## src/rtl/axi4dma_dscrptr_mem_if.sv

```systemverilog
// Descriptor memory port: 4-beat AXI4 read to fetch a 128-bit descriptor, single-byte AXI4 write for status.
// Latency: AR/AW issued the cycle after a request is accepted; done pulses one cycle after the last R/B handshake.
module axi4dma_dscrptr_mem_if #(
  parameter int ID_WIDTH   = 4,
  parameter int DSCRPTR_ID = 0
) (
  input  logic                CLOCK,
  input  logic                RESETn,
  input  logic                fetchReq,
  input  logic                statReq,
  input  logic [31:0]         reqAddr,
  input  logic [7:0]          statData,
  output logic                busy,
  output logic                fetchDone,
  output logic                statDone,
  output logic [127:0]        dscrptrData,
  output logic [1:0]          rspCode,
  output logic                rspErr,
  output logic                ARVALID,
  input  logic                ARREADY,
  output logic [31:0]         ARADDR,
  output logic [ID_WIDTH-1:0] ARID,
  output logic [7:0]          ARLEN,
  output logic [2:0]          ARSIZE,
  output logic [1:0]          ARBURST,
  input  logic                RVALID,
  output logic                RREADY,
  input  logic [31:0]         RDATA,
  input  logic [1:0]          RRESP,
  input  logic                RLAST,
  input  logic [ID_WIDTH-1:0] RID,
  output logic                AWVALID,
  input  logic                AWREADY,
  output logic [31:0]         AWADDR,
  output logic [ID_WIDTH-1:0] AWID,
  output logic [7:0]          AWLEN,
  output logic [2:0]          AWSIZE,
  output logic [1:0]          AWBURST,
  output logic                WVALID,
  input  logic                WREADY,
  output logic [31:0]         WDATA,
  output logic [3:0]          WSTRB,
  output logic                WLAST,
  input  logic                BVALID,
  output logic                BREADY,
  input  logic [1:0]          BRESP,
  input  logic [ID_WIDTH-1:0] BID
);

  typedef enum logic [2:0] {IDLE, RD_ADDR, RD_DATA, WR_REQ, WR_RESP, DONE} state_t;

  state_t     state, state_nxt;
  logic [1:0] beat;
  logic       aw_ok, w_ok, r_hs;
  logic       unused_ids;

  assign ARID    = ID_WIDTH'(DSCRPTR_ID);
  assign AWID    = ID_WIDTH'(DSCRPTR_ID);
  assign ARLEN   = 8'd3;
  assign ARSIZE  = 3'b010;
  assign ARBURST = 2'b01;
  assign AWLEN   = 8'd0;
  assign AWSIZE  = 3'b000;
  assign AWBURST = 2'b01;
  assign WLAST   = 1'b1;

  assign unused_ids = ^{RID, BID};

  // AW and W complete independently; a channel already dropped counts as done.
  assign aw_ok = !AWVALID || AWREADY;
  assign w_ok  = !WVALID || WREADY;
  assign r_hs  = RVALID && RREADY;

  always_ff @(posedge CLOCK or negedge RESETn) begin
    if (!RESETn) state <= IDLE;
    else         state <= state_nxt;
  end

  always_comb begin
    state_nxt = state;
    case (state)
      IDLE: begin
        if (fetchReq)     state_nxt = RD_ADDR;
        else if (statReq) state_nxt = WR_REQ;
      end
      RD_ADDR: if (ARVALID && ARREADY)     state_nxt = RD_DATA;
      RD_DATA: if (r_hs && beat == 2'd3)   state_nxt = DONE;
      WR_REQ:  if (aw_ok && w_ok)          state_nxt = WR_RESP;
      WR_RESP: if (BVALID && BREADY)       state_nxt = DONE;
      DONE:                                state_nxt = IDLE;
      default:                             state_nxt = IDLE;
    endcase
  end

  always_ff @(posedge CLOCK or negedge RESETn) begin
    if (!RESETn) begin
      busy        <= 1'b0;
      fetchDone   <= 1'b0;
      statDone    <= 1'b0;
      dscrptrData <= '0;
      rspCode     <= 2'b00;
      rspErr      <= 1'b0;
      beat        <= 2'd0;
      ARVALID     <= 1'b0;
      ARADDR      <= '0;
      RREADY      <= 1'b0;
      AWVALID     <= 1'b0;
      AWADDR      <= '0;
      WVALID      <= 1'b0;
      WDATA       <= '0;
      WSTRB       <= '0;
      BREADY      <= 1'b0;
    end else begin
      fetchDone <= 1'b0;
      statDone  <= 1'b0;
      busy      <= (state_nxt != IDLE);
      case (state)
        IDLE: begin
          if (fetchReq) begin
            ARVALID <= 1'b1;
            ARADDR  <= {reqAddr[31:4], 4'b0};
            beat    <= 2'd0;
            rspCode <= 2'b00;
            rspErr  <= 1'b0;
          end else if (statReq) begin
            AWVALID <= 1'b1;
            WVALID  <= 1'b1;
            AWADDR  <= reqAddr;
            WDATA   <= {4{statData}};
            WSTRB   <= 4'b0001 << reqAddr[1:0];
            rspCode <= 2'b00;
            rspErr  <= 1'b0;
          end
        end
        RD_ADDR: begin
          if (ARREADY) begin
            ARVALID <= 1'b0;
            RREADY  <= 1'b1;
          end
        end
        RD_DATA: begin
          if (r_hs) begin
            dscrptrData[{beat, 5'd0} +: 32] <= RDATA;
            beat <= beat + 2'd1;
            if (RRESP > rspCode) rspCode <= RRESP;
            // Framing error: RLAST must coincide exactly with the fourth beat.
            rspErr <= rspErr | RRESP[1] | (RLAST != (beat == 2'd3));
            if (beat == 2'd3) begin
              RREADY    <= 1'b0;
              fetchDone <= 1'b1;
            end
          end
        end
        WR_REQ: begin
          if (AWREADY) AWVALID <= 1'b0;
          if (WREADY)  WVALID  <= 1'b0;
          if (aw_ok && w_ok) BREADY <= 1'b1;
        end
        WR_RESP: begin
          if (BVALID) begin
            BREADY   <= 1'b0;
            rspCode  <= BRESP;
            rspErr   <= BRESP[1];
            statDone <= 1'b1;
          end
        end
        default: ;
      endcase
    end
  end

endmodule

```

## config.mk

```make
export PLATFORM = sky130hd
export DESIGN_NAME = axi4dma_dscrptr_mem_if
export DESIGN_NICKNAME = d
export VERILOG_FILES = /design/src/rtl/axi4dma_dscrptr_mem_if.sv
export SDC_FILE = /design/constraint.sdc
export NUM_CORES = 1
export LEC_CHECK = 0
export ABC_CLOCK_PERIOD_IN_PS = 4700
export CORE_MARGIN = 1
export CORE_UTILIZATION = 48
export DETAILED_ROUTE_END_ITERATION = 10
export PLACE_DENSITY = 0.92
export SLEW_MARGIN = 20
export SYNTH_ARGS = -nofsm -noshare
export SYNTH_HDL_FRONTEND = slang
export SYNTH_SLANG_ARGS = --single-unit
```

## constraint.sdc

```tcl
create_clock -name CLOCK -period 4.7 [get_ports CLOCK]
set_clock_uncertainty 0.1 [all_clocks]
set_input_delay 0.47 -clock CLOCK [delete_from_list [all_inputs] [get_ports CLOCK]]
set_output_delay 0.47 -clock CLOCK [all_outputs]
set_load 0.02 [all_outputs]
```

==> results of run 1 <==
==> flip-flops by register name (all words and copies together) (netlist names) <==
name and count:
dscrptrData 128, AWADDR 32, ARADDR 28, WDATA 8, WSTRB 4, state 3, beat 2, rspCode 2
ARVALID 1, AWVALID 1, BREADY 1, RREADY 1, WVALID 1, busy 1, fetchDone 1, rspErr 1
statDone 1
==> stage by stage <==
stage          hold slack, ns  utilization, %  cell area [um2]  setup slack, ns  std cells
3_5_place_dp           0.3705           65.25            12410            1.555       1383
5_1_grt               0.02703           69.28            13180            1.311       1424
2_1_floorplan         0.07441               -             9589            2.844        911
6_report             -0.02158           69.28            13180            1.480       1424
3_3_place_gp           0.3611           65.25            12410            1.742       1383
4_1_cts              0.006481           69.26            13170            1.517       1423
==> path summary, 6_finish.rpt <==
| path | endpoint | slack [ns] |
|---|---|---|
| hold / removal | dscrptrData[57]$_DFFE_PN0P_ | -0.02 |
| setup reg to reg | dscrptrData[49]$_DFFE_PN0P_ | 1.48 |
| max in group asynchronous | dscrptrData[102]$_DFFE_PN0P_ | 3.39 |
| setup / recovery | dscrptrData[49]$_DFFE_PN0P_ | 1.48 |
| min in group CLOCK | dscrptrData[66]$_DFFE_PN0P_ | 0.38 |
| hold reg to reg | dscrptrData[66]$_DFFE_PN0P_ | 0.38 |
==> kinds of logic (layout without fill, tap and decap cells) <==
logic type,Yosys count,count (layout),synth area share [%]
buffers and inverters,122,374,8.685
muxes,71,71,10.04
AOI/OAI and AO/OA,150,150,8.354
adders and majority gates,8,8,1.059
and+or+nand+nor,304,304,14.50
xor gates and xnor gates,1,1,0.09270
other,2,40,0.07947
DFF,216,216,57.20
==> layer usage <==
| layer | up-vias | wire length (um) | global-route usage, % |
|---|---|---|---|
| li1 | 3330 | - | - |
| met5 | - | 0 | 0 |
| met4 | 0 | 1112 | 10.30 |
| met1 | 3531 | 9902 | 30.88 |
| met2 | 356 | 13370 | 45.95 |
| met3 | 73 | 2047 | 6.326 |
==> cell type report <==
type,instances,area [um2],share of cell area (%)
Inverter,9,33.78,0.2564
Clock inverter,8,93.84,0.7123
Clock buffer,32,669.4,5.081
Multi-Input combinational cell,573,3388,25.72
Timing Repair Buffer,325,3257,24.72
Antenna cell,1,2.502,0.01899
Tap cell,260,325.3,2.469
Sequential cell,216,5405,41.03
==> cells in the final DEF, fill, tap and decap left out, types with 20 or more instances in the layout <==
cell / count
clkdlybuf4s50_1: 319
nand2_1: 266
dfrtp_1: 216
o21ai_1: 116
mux2_4: 40
conb_1: 39
mux2_2: 30
clkbuf_16: 23
o21ai_0: 20
==> power by group through the flow <==
stage	Combinational [mW]	Clock (mW)	Sequential, mW
2_1_floorplan	1.55	0	3.31
5_1_grt	3.76	1.93	2.85
6_report	3.57	1.82	2.79
4_1_cts	3.59	1.85	2.79
3_5_place_dp	3.56	0	2.79
3_3_place_gp	3.45	0	2.75
==> cells in the mapped netlist (2+ instances only) <==
library cell	instances
a21oi_1	3
a22oi_1	3
a31oi_1	2
buf_2	26
buf_4	64
buf_6	12
clkbuf_1	11
conb_1	2
dfrtp_1	216
ha_1	8
inv_1	8
mux2_2	30
mux2_4	40
nand2_1	266
nand2b_1	2
nand3_1	3
nand3b_1	4
nand4_1	4
nand4_4	4
nor2_1	3
nor2b_1	3
nor3b_2	4
o21ai_0	20
o21ai_1	116
or3_1	2
==> results_dict.tcl, run 1 <==
set metrics [dict create \
    ioPinCount 368 \
    swShare_pct 36.45 \
    ys_ff_latch 216 \
    reg2reg_depth 4 \
    yosysUniqueCellTypes 43 \
    path_buf_inv 0 \
    critical-path-top-delay-family "simple AND/OR/NAND/NOR gates" \
    finalCritPeriodShare_pct 68.51 \
    path_cells "nor3b_2 -> nand4_4 -> nand2_1 -> o21ai_1" \
    io_buffers 320 \
    rsz0062_at_grt "no" \
    drtIter0Drc 433 \
    power.total_mw 8.181 \
    viasPerCell 5.119 \
    start_kind "flip-flop" \
    overflow 0 \
    layout-drive-gt1-share_pct 11.26 \
    power.density_nw_per_um2 620.9 \
    r2r_start "state[1]$_DFF_PN0_" \
    place_hpwl_um 18000 \
    antenna_found_initial 1 \
    area_delta_synth_final_pct 39.41 \
    cts_setup_buffers 0 \
    cts_sinks 216 \
    totalWireLength_um 26430 \
    synth_edf_count 0 \
    peakVddDrop_v 0.0005608 \
    synth-async-reset-ratio_pct 100.0 \
    p_int_mw 5.199 \
    violations "negative hold slack" \
    wl_per_cell_um 18.56 \
    critPathArrivalTime_ns 3.45 \
    report.final.slew_viol_count 0 \
    ys_warn_count 0 \
    hold_ws_ns -0.02158 \
    cp-startpoint "state[1]$_DFF_PN0_" \
    cp_slowest_stage_delay_ns 0.97 \
    critical_path_required_ns 4.93 \
    htree_levels 1 \
    synth.area.top_cells "dfrtp_1 57%, nand2_1 11%, mux2_4 6.4%, o21ai_1 6.1%, buf_4 5.1%" \
    drc 0 \
    start_util_pct 49.69 \
    p_leak_nw 5.652 \
    cts_tree "done" \
    grt_pass1_wl_um 41260 \
    synth-seq-area-share_pct 57.20 \
    postRouteAntennaNets 0 \
    clkLatencyLatePin_ns 0.50 \
    postSynthCellCount 874 \
    hold_viol 18 \
    core_area_um2 19020 \
    fp.dieW_um 142.3 \
    endpoint_kind "flip-flop" \
    cts_inserted_buffers 23 \
    rows 50 \
    dr_total_vias 7290 \
    drt-pass1-iter-count 5 \
    fill_cells 1324 \
    clock-root-buffer "clkbuf_16" \
    cp_max_fo 64 \
    die_area_um2 20250 \
    grtUsageTotal_pct 26.19 \
    crit_type "reg -> reg" \
    status "finished, violations left" \
    cp.depth 4 \
    synth_largest_area_cell "dfrtp_1" \
    synth_top_cell_area_share_pct 57.20 \
    maxSlewHeadroom_pct 25.38 \
    clk_pin_slew_worst_paths_ns 0.06 \
    grt_pass1_vias 7592 \
    nNetsFinal 1250 \
    maxCapViolCount 0 \
    avgSynthCellArea_um2 10.81 \
    grt_max_degree 111 \
    pwr-share-seq_pct 34.1 \
    setup_violations 0 \
    pwr-share-comb_pct 43.6 \
    cts_resized 0 \
    worst_pin_slew_ns 1.114 \
    clk_path_buf_depth 3 \
    routabilityCongestion 0.7950 \
    hp-class "in -> async" \
    fmax_mhz 310.6 \
    critPathSlowestCell "nor3b_2" \
    die_y_um 142.3 \
    syn_area_um2 9450 \
    synth_ff_type "dfrtp_1" \
    p_switching_mw 2.982 \
    period_needed_ns 3.220 \
    power_frac_clock_pct 22.3 \
    postCtsHoldBufs 0 \
    setup-tns-final_ns 0 \
]
Note: power is estimated with default switching activity, not from simulation.
==> run 2: changes to the inputs <==
- ABC_CLOCK_PERIOD_IN_PS: 4700 -> 2900
- CORE_UTILIZATION: 48 -> 40
- PLACE_DENSITY: 0.92 -> 0.82
- clock period: 4.7 -> 2.9 ns (I/O delays scaled with it)
==> results_dict.tcl, run 2 (synthesis results as in run 1) <==
set metrics [dict create \
    status "completed" \
    io_buffers 320 \
    cp_max_fo 35 \
    hold_end "AWVALID$_DFFE_PN0P_" \
    drt-pass1-iter-count 4 \
    worst_pin_slew_ns 0.7009 \
    layout_commonest_cell "clkdlybuf4s50_1" \
    hp-class "in -> reg" \
    grt_pass1_vias 7238 \
    ioPinCount 368 \
    critical_path_required_ns 3.19 \
    hold_depth 2 \
    clk_pin_slew_worst_paths_ns 0.06 \
    wl_per_cell_um 16.80 \
    clk_path_buf_depth 3 \
    dpl.cell_count 1452 \
    nNetsFinal 1268 \
    maxSlewHeadroom_pct 53.27 \
    die_y_um 155.7 \
    period_needed_ns 2.356 \
    final_cell_mix "319 x clkdlybuf4s50_1, 266 x nand2_1, 216 x dfrtp_1" \
    clkLatencyLatePin_ns 0.51 \
    top_register "dscrptrData" \
    critPathArrivalTime_ns 2.64 \
    overflow 0 \
    cts_setup_buffers 0 \
    fp.dieW_um 155.7 \
    start_util_pct 41.24 \
    clock-root-buffer "clkbuf_16" \
    finalCritPeriodShare_pct 81.22 \
    grtUsageTotal_pct 20.61 \
    setup_violations 0 \
    rsz0062_at_grt "no" \
    fmax_mhz 424.5 \
    grt_max_degree 85 \
    hold_start "AWREADY" \
    drtIter0Drc 295 \
    drc 0 \
    grt_pass1_wl_um 39480 \
    htree_levels 1 \
    largest_reg_flops 128 \
    crit_type "reg -> reg" \
    routabilityCongestion 0.8001 \
    area_delta_synth_final_pct 43.47 \
    report.final.slew_viol_count 0 \
    layout-drive-gt1-share_pct 12.75 \
    cts_inserted_buffers 24 \
    cts_sinks 216 \
    die_area_um2 24240 \
    reg2reg_depth 6 \
    totalWireLength_um 25170 \
    dr_total_vias 7149 \
    postRouteAntennaNets 0 \
    maxCapViolCount 0 \
    peakVddDrop_v 0.0007307 \
    cts_tree "done" \
    setup-tns-final_ns 0 \
    final_cells 1498 \
    r2r_end "dscrptrData[125]$_DFFE_PN0P_" \
    reg_top3 "dscrptrData x128, AWADDR x32, ARADDR x28" \
    r2r_slack_ns 0.54 \
    endpoint_kind "flip-flop" \
    hold_viol 0 \
    core_area_um2 22920 \
    rows 55 \
    start_kind "flip-flop" \
    antenna_found_initial 1 \
    p_leak_nw 5.818 \
    r2r_start "state[1]$_DFF_PN0_" \
    place_hpwl_um 17530 \
    cp-startpoint "state[1]$_DFF_PN0_" \
    power.density_nw_per_um2 1006 \
    cts_resized 0 \
    viasPerCell 4.772 \
]
## run 2: worst max-delay path, cell delays in order, from the launching register on
cell	delay [ns]
dfrtp_1	0.58
nor3b_2	0.30
buf_4	0.26
nand4_4	0.45
buf_12	0.36
nand2_1	0.08
o21ai_1	0.06
## run 2: power by group
| group | internal (mW) | switching [mW] |
|---|---|---|
| logic | 2.84 | 2.93 |
| registers | 3.85 | 0.607 |
| clock network | 2.16 | 1.24 |
## run 2: final cells by class
type	instances	area, um2
inverters	9	33.78
diodes	1	2.502
flip-flops and latches	216	5405
clock inverters	14	222.7
clock buffers	30	664.4
repair buffers	342	3450
fillers	1859	9358
multi-input cells	573	3388
well taps	313	391.6
## run 2: layer usage
metal  part of all wire [%]  vias to the layer above  track usage, %
met5                      0                        -               0
met4                    3.2                        0           6.256
met3                    9.0                       46           6.667
met2                     49                      308           35.38
met1                     39                     3423           24.56
li1                       -                     3372               -
## run 2: through the flow
stage               hold slack (ns)  instance area [um2]  util, %  total power [mW]  worst slack (ns)
floorplan                   -0.1056                 9589        -             7.874             1.044
global placement             0.2887                12660    55.24             10.12            0.5956
detailed placement           0.2967                12660    55.24             10.28            0.5547
CTS                          0.2732                13560    59.15             13.76            0.4833
global route                 0.2768                13560    59.15             14.27            0.3813
finish                       0.2939                13560    59.16             13.63            0.5445
## run 2: repair_timing
item | in CTS | in global routing
hold buffers | 1 | 0
endpoints found under the setup margin | 0 | 0
hold endpoints to repair | 80 | 0
## run 2: worst max path at each step
stage                                   endpoint  slack, ns
CTS                                       RREADY       0.48
floorplan            dscrptrData[66]$_DFFE_PN0P_       1.04
detailed placement  dscrptrData[122]$_DFFE_PN0P_       0.55
global route         dscrptrData[84]$_DFFE_PN0P_       0.38
finish              dscrptrData[125]$_DFFE_PN0P_       0.54
global placement    dscrptrData[112]$_DFFE_PN0P_       0.60
